<file path="src/rtl/fill_evict_ctrl_pkg.sv">
// Shared definitions for the L1 fill/evict sequencer:
// FSM encoding, PLRU bit positions and default geometry.
package fill_evict_ctrl_pkg;

    localparam int TAG_W_DEF = 14;
    localparam int IDX_W_DEF = 8;

    // PLRU bit positions inside the 3-bit tree
    localparam int PLRU_ROOT = 2;
    localparam int PLRU_HI   = 1;
    localparam int PLRU_LO   = 0;

    typedef enum logic [2:0] {
        S_IDLE = 3'd0,
        S_WB   = 3'd1,
        S_RD   = 3'd2,
        S_RW   = 3'd3,
        S_UPD  = 3'd4
    } fe_state_t;

    // Keep only the lowest set bit of a way vector
    function automatic logic [3:0] lowest_way(input logic [3:0] way);
        return way & (~way + 4'd1);
    endfunction

endpackage

</file>
<file path="src/rtl/fill_evict_ctrl_plru_update.sv">
// Tree-PLRU update for a 4-way set: points the tree away
// from the accessed way and keeps the untouched leaf bit.
module plru_update
    import fill_evict_ctrl_pkg::*;
(
    input  logic [2:0] lru_in,
    input  logic [3:0] way,
    output logic [2:0] lru_out
);

    // Lowest set way bit wins if the vector is not one-hot
    always_comb begin
        lru_out = lru_in;
        priority case (1'b1)
            way[0]: begin
                lru_out[PLRU_ROOT] = 1'b0;
                lru_out[PLRU_LO]   = 1'b0;
            end
            way[1]: begin
                lru_out[PLRU_ROOT] = 1'b0;
                lru_out[PLRU_LO]   = 1'b1;
            end
            way[2]: begin
                lru_out[PLRU_ROOT] = 1'b1;
                lru_out[PLRU_HI]   = 1'b0;
            end
            way[3]: begin
                lru_out[PLRU_ROOT] = 1'b1;
                lru_out[PLRU_HI]   = 1'b1;
            end
            default: lru_out = lru_in;
        endcase
    end

endmodule

</file>
<file path="src/rtl/fill_evict_ctrl.sv">
// L1 fill/evict sequencer: hit state update, victim writeback, line fill.
// Optional counters enabled by defining FILL_EVICT_STATS_EN.
module fill_evict_ctrl
    import fill_evict_ctrl_pkg::*;
#(
    parameter int TAG_W = TAG_W_DEF,
    parameter int IDX_W = IDX_W_DEF
) (
    input  logic                   clk,
    input  logic                   reset,
    input  logic                   req_valid,
    output logic                   req_ready,
    input  logic                   req_hit,
    input  logic                   req_write,
    input  logic [3:0]             req_way,
    input  logic                   req_victim_dirty,
    input  logic [TAG_W-1:0]       req_tag,
    input  logic [IDX_W-1:0]       req_index,
    input  logic [TAG_W-1:0]       victim_tag,
    input  logic [2:0]             lru_in,
    output logic                   wb_valid,
    input  logic                   wb_ready,
    output logic [TAG_W+IDX_W-1:0] wb_addr,
    output logic                   rd_valid,
    input  logic                   rd_ready,
    output logic [TAG_W+IDX_W-1:0] rd_addr,
    input  logic                   rd_resp_valid,
    output logic                   arr_wr_en,
    output logic                   arr_tag_wr,
    output logic [3:0]             arr_way,
    output logic [IDX_W-1:0]       arr_index,
    output logic [TAG_W-1:0]       arr_tag,
    output logic                   arr_val,
    output logic                   arr_mod,
    output logic [2:0]             arr_lru,
    output logic                   busy
`ifdef FILL_EVICT_STATS_EN
    ,
    output logic [31:0]            stat_hits,
    output logic [31:0]            stat_misses,
    output logic [31:0]            stat_wbs
`endif
);

    fe_state_t        state;
    fe_state_t        state_nxt;

    logic             cap_hit;
    logic             cap_write;
    logic             cap_dirty;
    logic [3:0]       cap_way;
    logic [TAG_W-1:0] cap_tag;
    logic [IDX_W-1:0] cap_index;
    logic [TAG_W-1:0] cap_vtag;
    logic [2:0]       cap_lru;
    logic [2:0]       lru_new;

    logic             accept;
    logic             wb_hs;
    logic             rd_hs;
    logic             upd;

    assign req_ready = (state == S_IDLE);
    assign accept    = req_valid && req_ready;
    assign wb_valid  = (state == S_WB);
    assign rd_valid  = (state == S_RD);
    assign wb_hs     = wb_valid && wb_ready;
    assign rd_hs     = rd_valid && rd_ready;
    assign upd       = (state == S_UPD);
    assign busy      = (state != S_IDLE);

    // Addresses come from captured fields so they hold while valid
    assign wb_addr   = {cap_vtag, cap_index};
    assign rd_addr   = {cap_tag, cap_index};

    plru_update u_plru (
        .lru_in  (cap_lru),
        .way     (cap_way),
        .lru_out (lru_new)
    );

    // State register
    always_ff @(posedge clk or posedge reset) begin
        if (reset) begin
            state <= S_IDLE;
        end else begin
            state <= state_nxt;
        end
    end

    // Next-state logic
    always_comb begin
        state_nxt = state;
        unique case (state)
            S_IDLE: begin
                if (accept) begin
                    if (req_hit)
                        state_nxt = S_UPD;
                    else if (req_victim_dirty)
                        state_nxt = S_WB;
                    else
                        state_nxt = S_RD;
                end
            end
            S_WB:    if (wb_hs) state_nxt = S_RD;
            S_RD:    if (rd_hs) state_nxt = S_RW;
            S_RW:    if (rd_resp_valid) state_nxt = S_UPD;
            S_UPD:   state_nxt = S_IDLE;
            default: state_nxt = S_IDLE;
        endcase
    end

    // Capture the lookup result once; later input changes are ignored
    always_ff @(posedge clk or posedge reset) begin
        if (reset) begin
            cap_hit   <= 1'b0;
            cap_write <= 1'b0;
            cap_dirty <= 1'b0;
            cap_way   <= '0;
            cap_tag   <= '0;
            cap_index <= '0;
            cap_vtag  <= '0;
            cap_lru   <= '0;
        end else if (accept) begin
            cap_hit   <= req_hit;
            cap_write <= req_write;
            cap_dirty <= req_victim_dirty;
            cap_way   <= lowest_way(req_way);
            cap_tag   <= req_tag;
            cap_index <= req_index;
            cap_vtag  <= victim_tag;
            cap_lru   <= lru_in;
        end
    end

    // Array write fields; state bits only meaningful during the strobe
    always_comb begin
        arr_wr_en  = upd;
        arr_tag_wr = 1'b0;
        arr_val    = 1'b0;
        arr_mod    = 1'b0;
        arr_lru    = '0;
        arr_way    = cap_way;
        arr_index  = cap_index;
        arr_tag    = cap_tag;
        if (upd) begin
            arr_tag_wr = !cap_hit;
            arr_val    = 1'b1;
            arr_lru    = lru_new;
            // On a hit the dirty flag carries the hit way's mod bit
            if (cap_hit)
                arr_mod = cap_dirty | cap_write;
            else
                arr_mod = cap_write;
        end
    end

`ifdef FILL_EVICT_STATS_EN
    // Saturating event counters
    always_ff @(posedge clk or posedge reset) begin
        if (reset) begin
            stat_hits   <= '0;
            stat_misses <= '0;
            stat_wbs    <= '0;
        end else begin
            if (accept && req_hit && stat_hits != 32'hFFFF_FFFF)
                stat_hits <= stat_hits + 32'd1;
            if (accept && !req_hit && stat_misses != 32'hFFFF_FFFF)
                stat_misses <= stat_misses + 32'd1;
            if (wb_hs && stat_wbs != 32'hFFFF_FFFF)
                stat_wbs <= stat_wbs + 32'd1;
        end
    end
`endif

`ifndef SYNTHESIS
    a_way_onehot: assert property (
        @(posedge clk) disable iff (reset)
        accept |-> $onehot(req_way)
    );
`endif

endmodule

</file>
<file path="config.mk">
export PLATFORM = sky130hd
export DESIGN_NAME = fill_evict_ctrl
export DESIGN_NICKNAME = d
export VERILOG_FILES = /design/src/rtl/fill_evict_ctrl_pkg.sv /design/src/rtl/fill_evict_ctrl_plru_update.sv /design/src/rtl/fill_evict_ctrl.sv
export SDC_FILE = /design/constraint.sdc
export NUM_CORES = 1
export LEC_CHECK = 0
export BUFFER_PORTS_ARGS = -buffer_cell sky130_fd_sc_hd__buf_2
export CELL_PAD_IN_SITES_DETAIL_PLACEMENT = 0
export CELL_PAD_IN_SITES_GLOBAL_PLACEMENT = 1
export CORE_UTILIZATION = 32
export CTS_CLUSTER_SIZE = 8
export DETAILED_ROUTE_END_ITERATION = 12
export GPL_ROUTABILITY_DRIVEN = 0
export PLACE_DENSITY = 0.86
export SKIP_CTS_REPAIR_TIMING = 1
export SLEW_MARGIN = 10
export SYNTH_ARGS = -nofsm -noshare
export SYNTH_HDL_FRONTEND = slang
export SYNTH_SLANG_ARGS = --single-unit
export TNS_END_PERCENT = 10
</file>
<file path="constraint.sdc">
create_clock -name clk -period 2.47 [get_ports clk]
set_clock_uncertainty 0.2 [all_clocks]
set_input_delay 0.3705 -clock clk [delete_from_list [all_inputs] [get_ports clk]]
set_output_delay 0.3705 -clock clk [all_outputs]
set_load 0.02 [all_outputs]
</file>
==> summary.txt, run 1 <==
Power and ir drop
  – Power Internal: 2424 µW
  – Logic pwr share: 52.1%
  – PwrDens: 1486 mW/mm²
  – Clk pwr share: 12.9%
  – Tot Pwr: 4314 µW
  – Net Sw Power: 1890 µW
  – Sequential fraction of design power: 35.0%
  – Switch share: 43.82%
  – VDD IR max: 452.9 µV
  – P_leak: 0.001466 µW

Final layout
  – Most frequent cells in the layout: 132 x buf_2, 49 x dfrtp_1, 41 x mux2_2, 9 x nor2_1, 6 x inv_1
  – Antenna Cells: 0
  – Layout cells sized above 1: 66.31%
  – Final net count: 331
  – Layout area overhead: 27.05%
  – Post-route cell area: 0.002903 mm²
  – Commonest non-fill, non-tap cell in the layout: buf_2

Detailed routing
  – Vias per cell: 4.427
  – DRT iter0 DRCs: 17
  – Pre-antenna DRT Iters: 4
  – Antenna viol nets, final: 0
  – Wire per inst: 12.07 µm
  – Vias after detailed routing: 1660
  – DRC viols: 0
  – WL final: 4526 µm

Worst setup path
  – Crit path DAT: 1590 ps
  – WP data required: 1900 ps
  – Crit path capture type: output port
  – Crit Reg-Reg Endpoint: arr_tag[10]$_DFFE_PP0P_
  – R2R Path Start: state[2]$_DFFE_PP0P_
  – Critical path type: register to output port
  – Reg2Reg Setup Slack: 600 ps
  – Crit start category: register
  – Reg2Reg Depth: 3
  – CP Max Fanout: 12

Timing
  – FMAX: 461.9 MHz
  – Final Hold Vio Count: 0
  – Setup_tns: 0 ps
  – Worst-Margin Slew: 616.5 ps
  – RSZ-0062 raised after global routing: false
  – Final Setup Violations: 0
  – Fin. max-slew vios: 0
  – Period minus WS final: 2165 ps
  – Fin crit share: 87.64%
  – Rel. slew slack: 58.90%
  – Hold_ws: 22.55 ps

Global route
  – Total GRT Usage: 12.58%
  – Global-route wire length before repair: 7307 µm
  – Grt total ovfl: 0
  – Antenna violations before repair: 0
  – Largest net degree at the start of global routing: 50
  – Vias in the first global route: 1602

Clock tree
  – Worst-case clock buffer depth: 2
  – Root Driver: clkbuf_8
  – Inserted Clock Buffers: 5
  – CTS tree: built
  – Worst-Skew Late Latency: 290 ps
  – Clock sink count: 49
  – H-tree depth: 2
  – Clock Pin Slew Worst Setup and Hold Paths: 90 ps

Floorplanning
  – Starting Density: 33.44%
  – CORE AREA: 0.006832 mm²
  – Io pins: 133
  – Die Area: 0.007481 mm²
  – Die height: 86.50 µm
  – # rows: 30
  – Die W: 86.50 µm

Placement
  – Cell Area, Placed: 0.002799 mm²
  – Post-DP HPWL: 3348 µm
  – Buffers on Ports: 132

Synth
  – Synth cell types: 27
  – Flops & latches, synth: 49
  – Register area share after synthesis: 53.67%
  – Mux cell area share after synthesis: 22.18%
  – Async SR Flop Fraction: 100.0%
  – Synth Warn #: 0
  – Largest family of logic cells by synthesized area: multiplexers
  – Mapped Cells: 177
  – Mapped Area: 0.002285 mm²
  – Post-synth EDFFs: 0
  – Post-Syn Nets: 229
  – Simple-gate share of the synthesized area: 6.517%
  – Compound-cell area share of the yosys netlist: 3.614%
  – Xor-xnor portion of the synthesized cell area: 0%
  – Primary FF master, synth: dfrtp_1
  – Syn avg cell area: 12.91 µm²
  – Post-Synth Adder-Cell Area: 0%

Outcome
  – Status: finished clean

Worst hold path
  – Type of the worst min-delay path: primary input to async pin

Run
  – Max capacitance violation total: 0
-- routing by layer --
layer	part of all wire, %	GRT usage (%)	vias to the layer above
met2	51	22.08	71
li1	-	-	775
met4	1.2	4.091	0
met3	7.4	4.190	6
met5	0	0	-
met1	40	14.44	808
-- metrics by stage --
step | instances | util, % | setup WS, ps
after floorplan | 177 | - | 537.5
after global placement | 368 | 40.97 | 635.4
after detailed placement | 368 | 40.97 | 608.8
after CTS | 375 | 42.49 | 289.1
after global routing | 375 | 42.49 | 178.8
final | 375 | 42.49 | 305.2
-- worst max-delay path: stages, from the launching register on --
cell and delay [ps]:
dfrtp_1 520, nor2_1 190, nand2_1 180, a211oi_1 210, buf_2 200
-- kinds of logic (layout without fill, tap and decap cells) --
family	Yosys count	after routing
flip-flops	49	49
buffers and inverters	46	148
multiplexers	45	45
AND/OR/NAND/NOR	24	24
AO/OA/AOI/OAI	13	13
-- registers in the layout (all words and copies together) (netlist names) --
signal and flops:
cap_lru 3, arr_tag 14, state 3, arr_index 8, cap_dirty 1, arr_way 4
cap_write 1, cap_vtag 14, cap_hit 1
-- final cells by class --
cell class                 instances  area, µm²
clock buffer                       5      68.82
clock inverter                     2      35.03
fill                             698       3929
inverter                           7      26.28
multi-input combinational         82      738.2
sequential                        49       1226
tap                               96      120.1
timing repair buffer             134      688.2
-- power groups by stage --
stage          clock network [µW]  logic (µW)  registers (µW)
6_report                      555        2250            1510
2_1_floorplan                   0        1500            1890
3_5_place_dp                    0        2280            1530
3_3_place_gp                    0        2250            1510
4_1_cts                       577        2280            1520
5_1_grt                       603        2420            1590
-- how the worst max path moves through the flow --
stage                         start                 endpoint  slack (ps)  cells after the start
3_3_place_gp   state[2]$_DFFE_PP0P_  cap_vtag[8]$_DFFE_PP0P_         640                      3
5_1_grt        state[0]$_DFFE_PP0P_               arr_lru[0]         180                      4
6_report       state[0]$_DFFE_PP0P_               arr_lru[1]         310                      4
4_1_cts        state[0]$_DFFE_PP0P_               arr_lru[0]         290                      4
2_1_floorplan  state[1]$_DFFE_PP0P_               arr_lru[1]         540                      4
3_5_place_dp   state[2]$_DFFE_PP0P_  cap_vtag[3]$_DFFE_PP0P_         610                      3
-- cell usage after synthesis, types with 2 or more instances --
library cell  number  share of area [%]
a21oi_1            2               0.44
a211oi_1           2               0.66
dfrtp_1           49                 54
buf_4             35                 12
o21bai_1           2               0.66
nand2_1            3               0.49
mux2_1             4                2.0
nor3b_1            3               0.99
inv_1              7                1.2
o21ai_0            4               0.88
nor2_1             9                1.5
mux2_2            41                 20
buf_6              2               0.99
No activity file was read; power rests on OpenSTA's default activity.
==> run 2: changes to the inputs <==
--- a/config.mk
+++ b/config.mk
@@ -12,7 +12,7 @@
 export CTS_CLUSTER_SIZE = 8
 export DETAILED_ROUTE_END_ITERATION = 12
 export GPL_ROUTABILITY_DRIVEN = 0
-export PLACE_DENSITY = 0.86
+export PLACE_DENSITY_LB_ADDON = 0.3
 export SKIP_CTS_REPAIR_TIMING = 1
 export SLEW_MARGIN = 10
 export SYNTH_ARGS = -nofsm -noshare
==> summary.txt, run 2 (synthesized netlist as in run 1, its figures left out) <==
Outcome
  – Status: finished clean (unchanged)

Clock tree
  – Clock sink count: 49 (unchanged)
  – Inserted Clock Buffers: 5 (unchanged)
  – Worst-case clock buffer depth: 2 (unchanged)
  – Worst-Skew Late Latency: 300 ps (was 290 ps)
  – Clock Pin Slew Worst Setup and Hold Paths: 90 ps (about the same)
  – CTS tree: built (unchanged)
  – H-tree depth: 2 (unchanged)
  – Root Driver: clkbuf_8 (unchanged)

Floorplanning
  – Die W: 86.50 µm (unchanged)
  – # rows: 30 (unchanged)
  – Die height: 86.50 µm (unchanged)
  – Starting Density: 33.44% (unchanged)
  – CORE AREA: 0.006832 mm² (unchanged)
  – Die Area: 0.007481 mm² (unchanged)
  – Io pins: 133 (unchanged)

Power and ir drop
  – VDD IR max: 494.4 µV (was 452.9 µV)
  – Power Internal: 2428 µW (was 2424 µW)
  – P_leak: 0.001477 µW (was 0.001466 µW)
  – Clk pwr share: 13.4% (was 12.9%)
  – Sequential fraction of design power: 35.0% (about the same)
  – PwrDens: 1473 mW/mm² (was 1486 mW/mm²)
  – Logic pwr share: 51.7% (was 52.1%)
  – Net Sw Power: 1891 µW (was 1890 µW)
  – Switch share: 43.78% (was 43.82%)

Final layout
  – Layout area overhead: 28.31% (was 27.05%)
  – Most frequent cells in the layout: 132 x buf_2, 49 x dfrtp_1, 41 x mux2_2, 9 x nor2_1, 6 x inv_1 (unchanged)
  – Commonest non-fill, non-tap cell in the layout: buf_2 (unchanged)
  – Antenna Cells: 0 (unchanged)
  – Non-filler cells in the finished layout: 378 (was 375)
  – Final core occ: 42.91% (was 42.49%)
  – Layout cells sized above 1: 66.31% (about the same)
  – Final net count: 333 (was 331)

Placement
  – Post-DP HPWL: 3169 µm (was 3348 µm)
  – Pre-CTS setup slack: 556.0 ps (was 608.8 ps)
  – Placed insts: 369 (was 368)
  – Buffers on Ports: 132 (unchanged)

Global route
  – Antenna violations before repair: 0 (unchanged)
  – Vias in the first global route: 1561 (was 1602)
  – Largest net degree at the start of global routing: 50 (unchanged)
  – Global-route wire length before repair: 7051 µm (was 7307 µm)
  – Grt total ovfl: 0 (unchanged)
  – Total GRT Usage: 12.11% (was 12.58%)

Worst setup path
  – WP data required: 1900 ps (about the same)
  – Crit path capture type: output port (unchanged)
  – Slowest stage delay, CP: 520 ps (about the same)
  – Crit path DAT: 1660 ps (was 1590 ps)
  – Crit start category: register (unchanged)
  – CP Max Fanout: 12 (unchanged)
  – Critical Path, Cell by Cell: nor2_1, nand2_1, nor3_1, buf_2 (was nor2_1, nand2_1, a211oi_1, buf_2)
  – Worst path slowest cell: dfrtp_1 (unchanged)
  – Critical path type: register to output port (unchanged)

Timing
  – Fin crit share: 90.47% (was 87.64%)
  – Fin. max-slew vios: 0 (unchanged)
  – FMAX: 447.5 MHz (was 461.9 MHz)
  – Setup WS post-layout: 235.4 ps (was 305.2 ps)
  – Rel. slew slack: 74.56% (was 58.90%)
  – Setup_tns: 0 ps (unchanged)
  – RSZ-0062 raised after global routing: false (unchanged)
  – Final Hold Vio Count: 0 (unchanged)
  – Worst-Margin Slew: 380.7 ps (was 616.5 ps)
  – Hold_ws: 80.08 ps (was 22.55 ps)
  – Final Setup Violations: 0 (unchanged)
  – Period minus WS final: 2235 ps (was 2165 ps)

Detailed routing
  – Vias after detailed routing: 1626 (was 1660)
  – Pre-antenna DRT Iters: 5 (was 4)
  – DRT iter0 DRCs: 82 (was 17)
  – DRC viols: 0 (unchanged)
  – Vias per cell: 4.302 (was 4.427)
  – WL final: 4424 µm (was 4526 µm)
  – Antenna viol nets, final: 0 (unchanged)
  – Wire per inst: 11.70 µm (was 12.07 µm)

Worst hold path
  – Type of the worst min-delay path: primary input to register (was primary input to async pin)

Run
  – Max capacitance violation total: 0 (unchanged)
-- run 2: cell types whose count changed in the layout (fill, tap and decap cells not counted) --
cell | before | now
buf_4 | 1 | 2
clkinv_2 | 1 | 0
clkinv_4 | 0 | 1
clkinvlp_4 | 0 | 1
dlygate4sd3_1 | 0 | 1
-- run 2: final timing paths --
path	cells past startpoint	slack, ps	to	from
min	2	80	arr_tag[1]$_DFFE_PP0P_	req_tag[1]
max reg2reg	3	570	cap_lru[1]$_DFFE_PP0P_	state[2]$_DFFE_PP0P_
min in group asynchronous	4	460	arr_tag[8]$_DFFE_PP0P_	reset
min reg2reg	1	310	cap_vtag[1]$_DFFE_PP0P_	cap_vtag[1]$_DFFE_PP0P_
max	4	240	arr_lru[0]	state[0]$_DFFE_PP0P_
max in group asynchronous	4	1370	arr_way[1]$_DFFE_PP0P_	reset
-- run 2: worst max-delay path: cells and delay by family, from the launching register on --
| family | cells | cell delay (ps) |
|---|---|---|
| and+or+nand+nor | 3 | 640 |
| buffers and inverters | 1 | 200 |
| DFF | 1 | 520 |
-- run 2: power groups by stage --
stage	Sequential [µW]	Combinational, µW	Clock (µW)
2_1_floorplan	1890	1500	0
3_3_place_gp	1520	2240	0
3_5_place_dp	1540	2250	0
4_1_cts	1520	2260	603
5_1_grt	1590	2410	636
6_report	1510	2230	578
-- run 2: metrics by stage --
step,area (µm²),power [µW]
finish,2932,4319
global route,2932,4639
CTS,2922,4382
detailed placement,2806,3789
global placement,2806,3760
floorplan,2285,3393
-- run 2: final cells by class --
cell class,instances,area (µm²)
sequential,49,1226
timing repair buffer,136,705.7
inverter,7,26.28
clock inverter,3,46.29
clock buffer,5,68.82
tap,96,120.1
multi-input combinational,82,738.2
fill,696,3900
-- run 2: routing by layer --
metal | part of all wire [%] | vias to the layer above | wire length (µm) | global-route usage (%)
met2 | 45 | 92 | 1997 | 20.85
met4 | 1.1 | 0 | 47 | 4.091
met1 | 44 | 752 | 1941 | 14.20
met3 | 9.9 | 5 | 438 | 4.000
met5 | 0 | - | 0 | 0
li1 | - | 777 | - | -
